--- src/rtl/serial2parallel_stream.sv ---
// -----------------------------------------------------------------------------
// serial2parallel_stream
//
// Serial-to-parallel converter. It takes a qualified serial bit input and
// delivers assembled words through a one-deep ready/valid holding register.
// Because the holding register is separate from the shift register, assembly
// of the next word continues while a finished word waits for downstream.
// A completed word that finds the holding register full and not draining is
// dropped, and the sticky overflow flag is raised.
//
// Parameters
//   WIDTH      word width in bits, 2..32
//   MSB_FIRST  0: the first accepted bit lands in word[0]
//              1: the first accepted bit lands in word[WIDTH-1]
//
// Ports
//   clk         rising-edge clock
//   reset       asynchronous, active-high reset
//   start       resynchronise: drop the partial word and clear overflow
//   bit_valid   d carries a valid bit this cycle
//   d           serial data bit
//   word        assembled word, meaningful while word_valid=1
//   word_valid  holding register contains an undelivered word
//   word_ready  downstream accepts word this cycle
//   overflow    sticky: a completed word was dropped
//   busy        partial word in progress (bit_count != 0)
//   bit_count   bits accepted into the current partial word, 0..WIDTH-1
// -----------------------------------------------------------------------------
module serial2parallel_stream #(
   parameter int WIDTH     = 8,
   parameter bit MSB_FIRST = 1'b0
) (
   input  logic                         clk,
   input  logic                         reset,
   input  logic                         start,
   input  logic                         bit_valid,
   input  logic                         d,
   output logic [WIDTH-1:0]             word,
   output logic                         word_valid,
   input  logic                         word_ready,
   output logic                         overflow,
   output logic                         busy,
   output logic [$clog2(WIDTH+1)-1:0]   bit_count
);

   localparam int             CW         = $clog2(WIDTH + 1);
   localparam logic [CW-1:0]  LAST_COUNT = CW'(WIDTH - 1);

   // Assembly state
   logic [WIDTH-1:0] shift_q, shift_d;
   logic [CW-1:0]    count_q, count_d;
   logic             busy_q,  busy_d;

   // Holding register and flags
   logic [WIDTH-1:0] word_q,       word_d;
   logic             word_valid_q, word_valid_d;
   logic             overflow_q,   overflow_d;

   // Per-edge events
   logic [WIDTH-1:0] shifted;    // shift register with d taken in
   logic             complete;   // this edge accepts the WIDTH-th bit
   logic             drain;      // downstream takes the held word

   // Insert one bit according to the configured bit order. After WIDTH
   // insertions the first bit has travelled to word[0] (LSB-first) or to
   // word[WIDTH-1] (MSB-first).
   function automatic logic [WIDTH-1:0] shift_in(input logic [WIDTH-1:0] cur,
                                                 input logic              b);
      logic [WIDTH-1:0] nxt;
      if (MSB_FIRST) begin
         nxt = {cur[WIDTH-2:0], b};
      end else begin
         nxt = {b, cur[WIDTH-1:1]};
      end
      return nxt;
   endfunction

   // ---------------------------------------------------------------------------
   // Shift register and bit counter
   // ---------------------------------------------------------------------------
   always_comb begin
      // NOTE: every signal written here gets a default first, so no path
      // leaves one unassigned and no latch is inferred.
      shift_d  = shift_q;
      count_d  = count_q;
      complete = 1'b0;
      shifted  = shift_in(shift_q, d);

      if (start) begin
         // Resync wins over completion: the partial word is thrown away and,
         // if a bit arrives on the same edge, it becomes bit 1 of a new word.
         shift_d = '0;
         count_d = '0;
         if (bit_valid) begin
            shift_d = shift_in('0, d);
            count_d = CW'(1);
         end
      end else if (bit_valid) begin
         shift_d = shifted;
         if (count_q == LAST_COUNT) begin
            complete = 1'b1;
            count_d  = '0;
         end else begin
            count_d = count_q + CW'(1);
         end
      end
   end

   assign busy_d = (count_d != '0);

   // ---------------------------------------------------------------------------
   // Holding register, handshake and overflow
   // ---------------------------------------------------------------------------
   assign drain = word_valid_q & word_ready;

   always_comb begin
      word_d       = word_q;
      word_valid_d = word_valid_q;
      overflow_d   = overflow_q;

      if (complete) begin
         // The slot is free if empty or emptied on this very edge; in the
         // latter case word_valid simply stays high with the new word.
         if (!word_valid_q || word_ready) begin
            word_d       = shifted;
            word_valid_d = 1'b1;
         end else begin
            overflow_d = 1'b1;
         end
      end else if (drain) begin
         word_valid_d = 1'b0;
      end

      // start never coincides with complete, so clearing here cannot mask a
      // drop on the same edge.
      if (start) begin
         overflow_d = 1'b0;
      end
   end

   // ---------------------------------------------------------------------------
   // State registers
   // ---------------------------------------------------------------------------
   // NOTE: the held word is reset to zero together with its valid flag; it is
   // a single register, not a storage array, so the reset costs nothing.
   always_ff @(posedge clk or posedge reset) begin
      if (reset) begin
         shift_q      <= '0;
         count_q      <= '0;
         busy_q       <= 1'b0;
         word_q       <= '0;
         word_valid_q <= 1'b0;
         overflow_q   <= 1'b0;
      end else begin
         // NOTE: non-blocking assignments so every register samples the
         // pre-edge values computed above, independent of statement order.
         shift_q      <= shift_d;
         count_q      <= count_d;
         busy_q       <= busy_d;
         word_q       <= word_d;
         word_valid_q <= word_valid_d;
         overflow_q   <= overflow_d;
      end
   end

   assign word       = word_q;
   assign word_valid = word_valid_q;
   assign overflow   = overflow_q;
   assign busy       = busy_q;
   assign bit_count  = count_q;

endmodule

--- config.mk ---
export PLATFORM = sky130hd
export DESIGN_NAME = serial2parallel_stream
export DESIGN_NICKNAME = d
export VERILOG_FILES = /design/src/rtl/serial2parallel_stream.sv
export SDC_FILE = /design/constraint.sdc
export NUM_CORES = 1
export LEC_CHECK = 0
export CAP_MARGIN = 10
export CORE_MARGIN = 5
export CORE_UTILIZATION = 50
export CTS_BUF_LIST = sky130_fd_sc_hd__clkbuf_4 sky130_fd_sc_hd__clkbuf_8
export DETAILED_ROUTE_END_ITERATION = 10
export PLACE_DENSITY = 0.85
export SETUP_SLACK_MARGIN = 0.15
export SKIP_CTS_REPAIR_TIMING = 1
export SLEW_MARGIN = 25
export SYNTH_ARGS = -nofsm -noshare
export SYNTH_HDL_FRONTEND = slang
export SYNTH_SLANG_ARGS = --single-unit
--- constraint.sdc ---
create_clock -name clk -period 4.35 [get_ports clk]
set_input_delay 0.435 -clock clk [delete_from_list [all_inputs] [get_ports clk]]
set_output_delay 0.435 -clock clk [all_outputs]
set_load 0.02 [all_outputs]
==> results <==
- The part of the cycle the worst path needs is roughly 56%.
- The congestion estimate from routability-driven global placement came to just over 0.7.
- For the worst-skew pair, the clock arrives at the later sink with an insertion delay of 0.30 ns.
- At the end of the flow, the number of nets in the layout was 97.
- The clock slew seen by the registers of the worst setup and hold paths is around 0.12 ns.
- The count of nets left with antenna violations once routing finished came out at 0.
- Yosys mapped the design onto 23 distinct sky130hd cell types.
- The endpoint of the most critical register-to-register path is word[0].
- The count of buffers from port buffering is 20.
- The count of warnings emitted by yosys is 0.
- Hold timing on the final database bottoms out at a slack of 0.495 ns.
- The worst min-delay path class is register to register.
- The total number of placement rows is 15.
- The post-detailed-route wirelength per cell is between 10 and 15 µm.
- Data on the critical path is required at its endpoint by 4.54 ns.
- The multi-input combinational cells in the finished layout cover a total of about 320 µm².
- The CTS tree is done.
- The final number of setup-violating endpoints is 0.
- The library cell occupying the most area in the post-synthesis netlist is sky130_fd_sc_hd__dfrtp_1.
- The DRC violations left is 0.
- The maximum count of clock buffers along a single path is 2.
- The CTS buffer count is 3.
- The category of the worst setup path capture point is a register.
- The hold violation total from the final report is 0.
- Of the synthesized area, sequential elements account for about three fifths.
- The top cell type's share of synthesized area is about three fifths.
- The kind of critical path is primary input to register.
- The cell area after layout is 1160 µm².
- The worst pin sits at a relative slew slack of 47.3%.
- The first global-routing pass estimated slightly below 3000 µm of wire.
- Ranked by total cell area, the synthesized netlist is headed by sky130_fd_sc_hd__dfrtp_1 (61%), sky130_fd_sc_hd__mux2_1 (10%), sky130_fd_sc_hd__mux2i_1 (7.7%).
- The net count after synthesis is 75.
- The layout filler cell count is 138.
- Entering global routing, the biggest net connects 23 pins.
- Counting both buffers and inverters, the worst setup path holds a total of 1.
- The I/O pin total is 21.
- In this run the most critical hold path is launched from word[4].
- Max-cap violations in this run came to 0.
- The initial antenna violation count is 0.
- The horizontal die dimension is ~53 µm.
- The power density over cell area is about 350 nW/µm².
- The die covers roughly 2800 µm².
- After layout, the minimum clock period comes to roughly 2.5 ns.
- The layout overhead on the synthesized area is 28.8%.
- The initial cell density of the core is 52.4%.
- The die is ~53 µm tall.
- On the critical path, the stage with the largest delay is an instance of sky130_fd_sc_hd__clkdlybuf4s50_1.
- The total number of vias is about 560.
- The total routing usage reported by global routing is around 14%.
- Summed over all failing endpoints, the final setup total negative slack is 0 ns.
- The maximum level of the CTS H-tree is 1.
- The cell type group with the largest total delay on the critical path is simple AND/OR/NAND/NOR gates.
- The synthesized instance count is 68.
- Synthesis inferred 22 register bits.
- The initial detailed-routing violation count is 4.
- The wire length reported by the detailed router is about 1600 µm.
- The netlist area before placement is approximately 900 µm².
- The ratio of routed vias to standard cells is a little under 5.
- In this run the critical register-to-register path is launched from bit_count[0].
- The total overflow left after global routing is 0.
- STA puts the critical path data arrival time at about 2.6 ns.
- The detailed placer's ending HPWL is 1160 µm.
- The repair_antennas step left the layout with diodes totalling 0.
- The run finished with clean final reports.
- The depth of the most critical reg-to-reg path is 5.
- For flop-to-flop paths, the worst setup slack is roughly 2.4 ns.
- For this design the static power due to leakage is between 0.0005 and 0.0006 µW.
- Traced cell by cell, the critical path runs through clkdlybuf4s50_1 -> and4b_1 -> nand2b_1 -> nor2b_1 -> mux2_1.
- The largest stage delay on the critical path is approximately 0.86 ns.
- The total iterations of the first detailed-routing run is 3.
- The clock net in this run drives a total of 22 sinks.
- On the final layout, the worst clock skew is between 0.006 and 0.007 ns.
- The number of stages on the worst hold path is 1.
- The core box area is 1730 µm².
- The largest driver fanout on the critical path is 13.
- Setup repair after global routing left no endpoint under its margin.
- The worst hold path terminates at word[4].
- The achievable clock frequency is 0.408 GHz.
- The clock root buffer is sky130_fd_sc_hd__clkbuf_4.
- The post-place instance area is 1110 µm².
- Of the cells placed in the final design, the portion with a size suffix greater than 1 is 6.74%.
- Registers take around 550 µm².
- The number of global-route vias before repair came to ~620.
- The worst voltage drop across the vdd grid is roughly 0.00026 V.
- At the pin with the least slew margin, the transition time is between 0.7 and 0.8 ns.
- STA classifies the critical path startpoint as a primary input.
- The number of slew-limit violations in the final report came to 0.
- The synthesized area divided by synthesized cell count is roughly 13 µm².
-- metal layers --
layer / GRT usage, % / routed length [µm] / share of wire [%] / up-vias
li1: - / - / - / 275
met1: 18.3 / 672 / 43 / 273
met2: 24.0 / 816 / 52 / 11
met3: 3.42 / 68 / 4.3 / 2
met4: 3.83 / 10 / 0.64 / 0
met5: 0 / 0 / 0 / -
-- flip-flops by register name, indices dropped and copies added, names as in the netlist --
register,flops
bit_count,4
busy,1
overflow,1
shift_q,7
word,8
word_valid,1
-- area by class of cell --
cell class / instances / area share [%]
clock buffer: 3 / 1.93
timing repair buffer: 20 / 17.2
clock inverter: 1 / 2.58
sequential: 22 / 47.3
tap: 25 / 2.69
inverter: 2 / 0.644
multi-input combinational: 41 / 27.7
-- where the power goes --
| part | internal (µW) | switching, µW |
|---|---|---|
| clock | 93.0 | 57.2 |
| combinational | 18.0 | 19.8 |
| sequential | 210 | 4.73 |
| total | 321 | 81.8 |
-- how the worst max path moves through the flow --
stage	start	endpoint	slack, ns	cells after the start
after floorplan	bit_count[0]	word[0]	2.65	6
final	bit_valid	word[0]	1.90	5
after global routing	bit_valid	word[2]	1.76	5
after CTS	bit_valid	word[0]	1.87	5
after global placement	bit_valid	word[7]	1.60	5
after detailed placement	bit_valid	word[7]	1.55	5
-- cells in the mapped netlist, drive strengths merged --
| library cell | instances |
|---|---|
| mux2i | 7 |
| nor3 | 1 |
| a22o | 2 |
| nor2b | 1 |
| nor2 | 9 |
| or4 | 1 |
| nand4 | 1 |
| xor2 | 2 |
| buf | 3 |
| mux2 | 8 |
| nand2b | 2 |
| dfrtp | 22 |
| o22ai | 1 |
| and3b | 1 |
| inv | 2 |
| ha | 1 |
| nand2 | 2 |
| o21bai | 1 |
| and4b | 1 |
-- per-stage QoR --
step | power [µW] | instances | util (%) | setup slack (ns)
after floorplan | 240 | 68 | - | 2.65
after global placement | 256 | 110 | 64.4 | 1.60
after detailed placement | 257 | 110 | 64.4 | 1.55
after CTS | 408 | 114 | 67.5 | 1.87
after global routing | 426 | 114 | 67.5 | 1.76
final | 403 | 114 | 67.5 | 1.90
-- kinds of logic (layout without fill, tap and decap cells) --
family                   count (synthesis)  after routing  share of synthesized area [%]
AND/OR/NAND/NOR                         19             19                           11.1
multiplexers                            15             15                           17.7
buffers and inverters                    5             26                           3.46
AO/OA/AOI/OAI                            4              4                           3.60
flip-flops                              22             22                           60.9
adder cells (fa/ha/maj)                  1              1                           1.38
XOR/XNOR                                 2              2                           1.94
-- layout by cell type, fill, tap and decap left out, types with 2 or more instances in the layout --
master	count
sky130_fd_sc_hd__nand2b_1	2
sky130_fd_sc_hd__clkbuf_4	3
sky130_fd_sc_hd__inv_1	2
sky130_fd_sc_hd__mux2_1	8
sky130_fd_sc_hd__clkdlybuf4s50_1	20
sky130_fd_sc_hd__xor2_1	2
sky130_fd_sc_hd__nand2_1	2
sky130_fd_sc_hd__nor2_1	8
sky130_fd_sc_hd__mux2i_1	7
sky130_fd_sc_hd__dfrtp_1	22
-- worst register-to-register path: stages (launching register included) --
cell,delay [ns]
sky130_fd_sc_hd__dfrtp_1,0.43
sky130_fd_sc_hd__ha_1,0.20
sky130_fd_sc_hd__and4b_1,0.21
sky130_fd_sc_hd__nand2b_1,0.09
sky130_fd_sc_hd__nor2b_1,0.57
sky130_fd_sc_hd__mux2_1,0.38
Note: power is estimated with default switching activity, not from simulation.
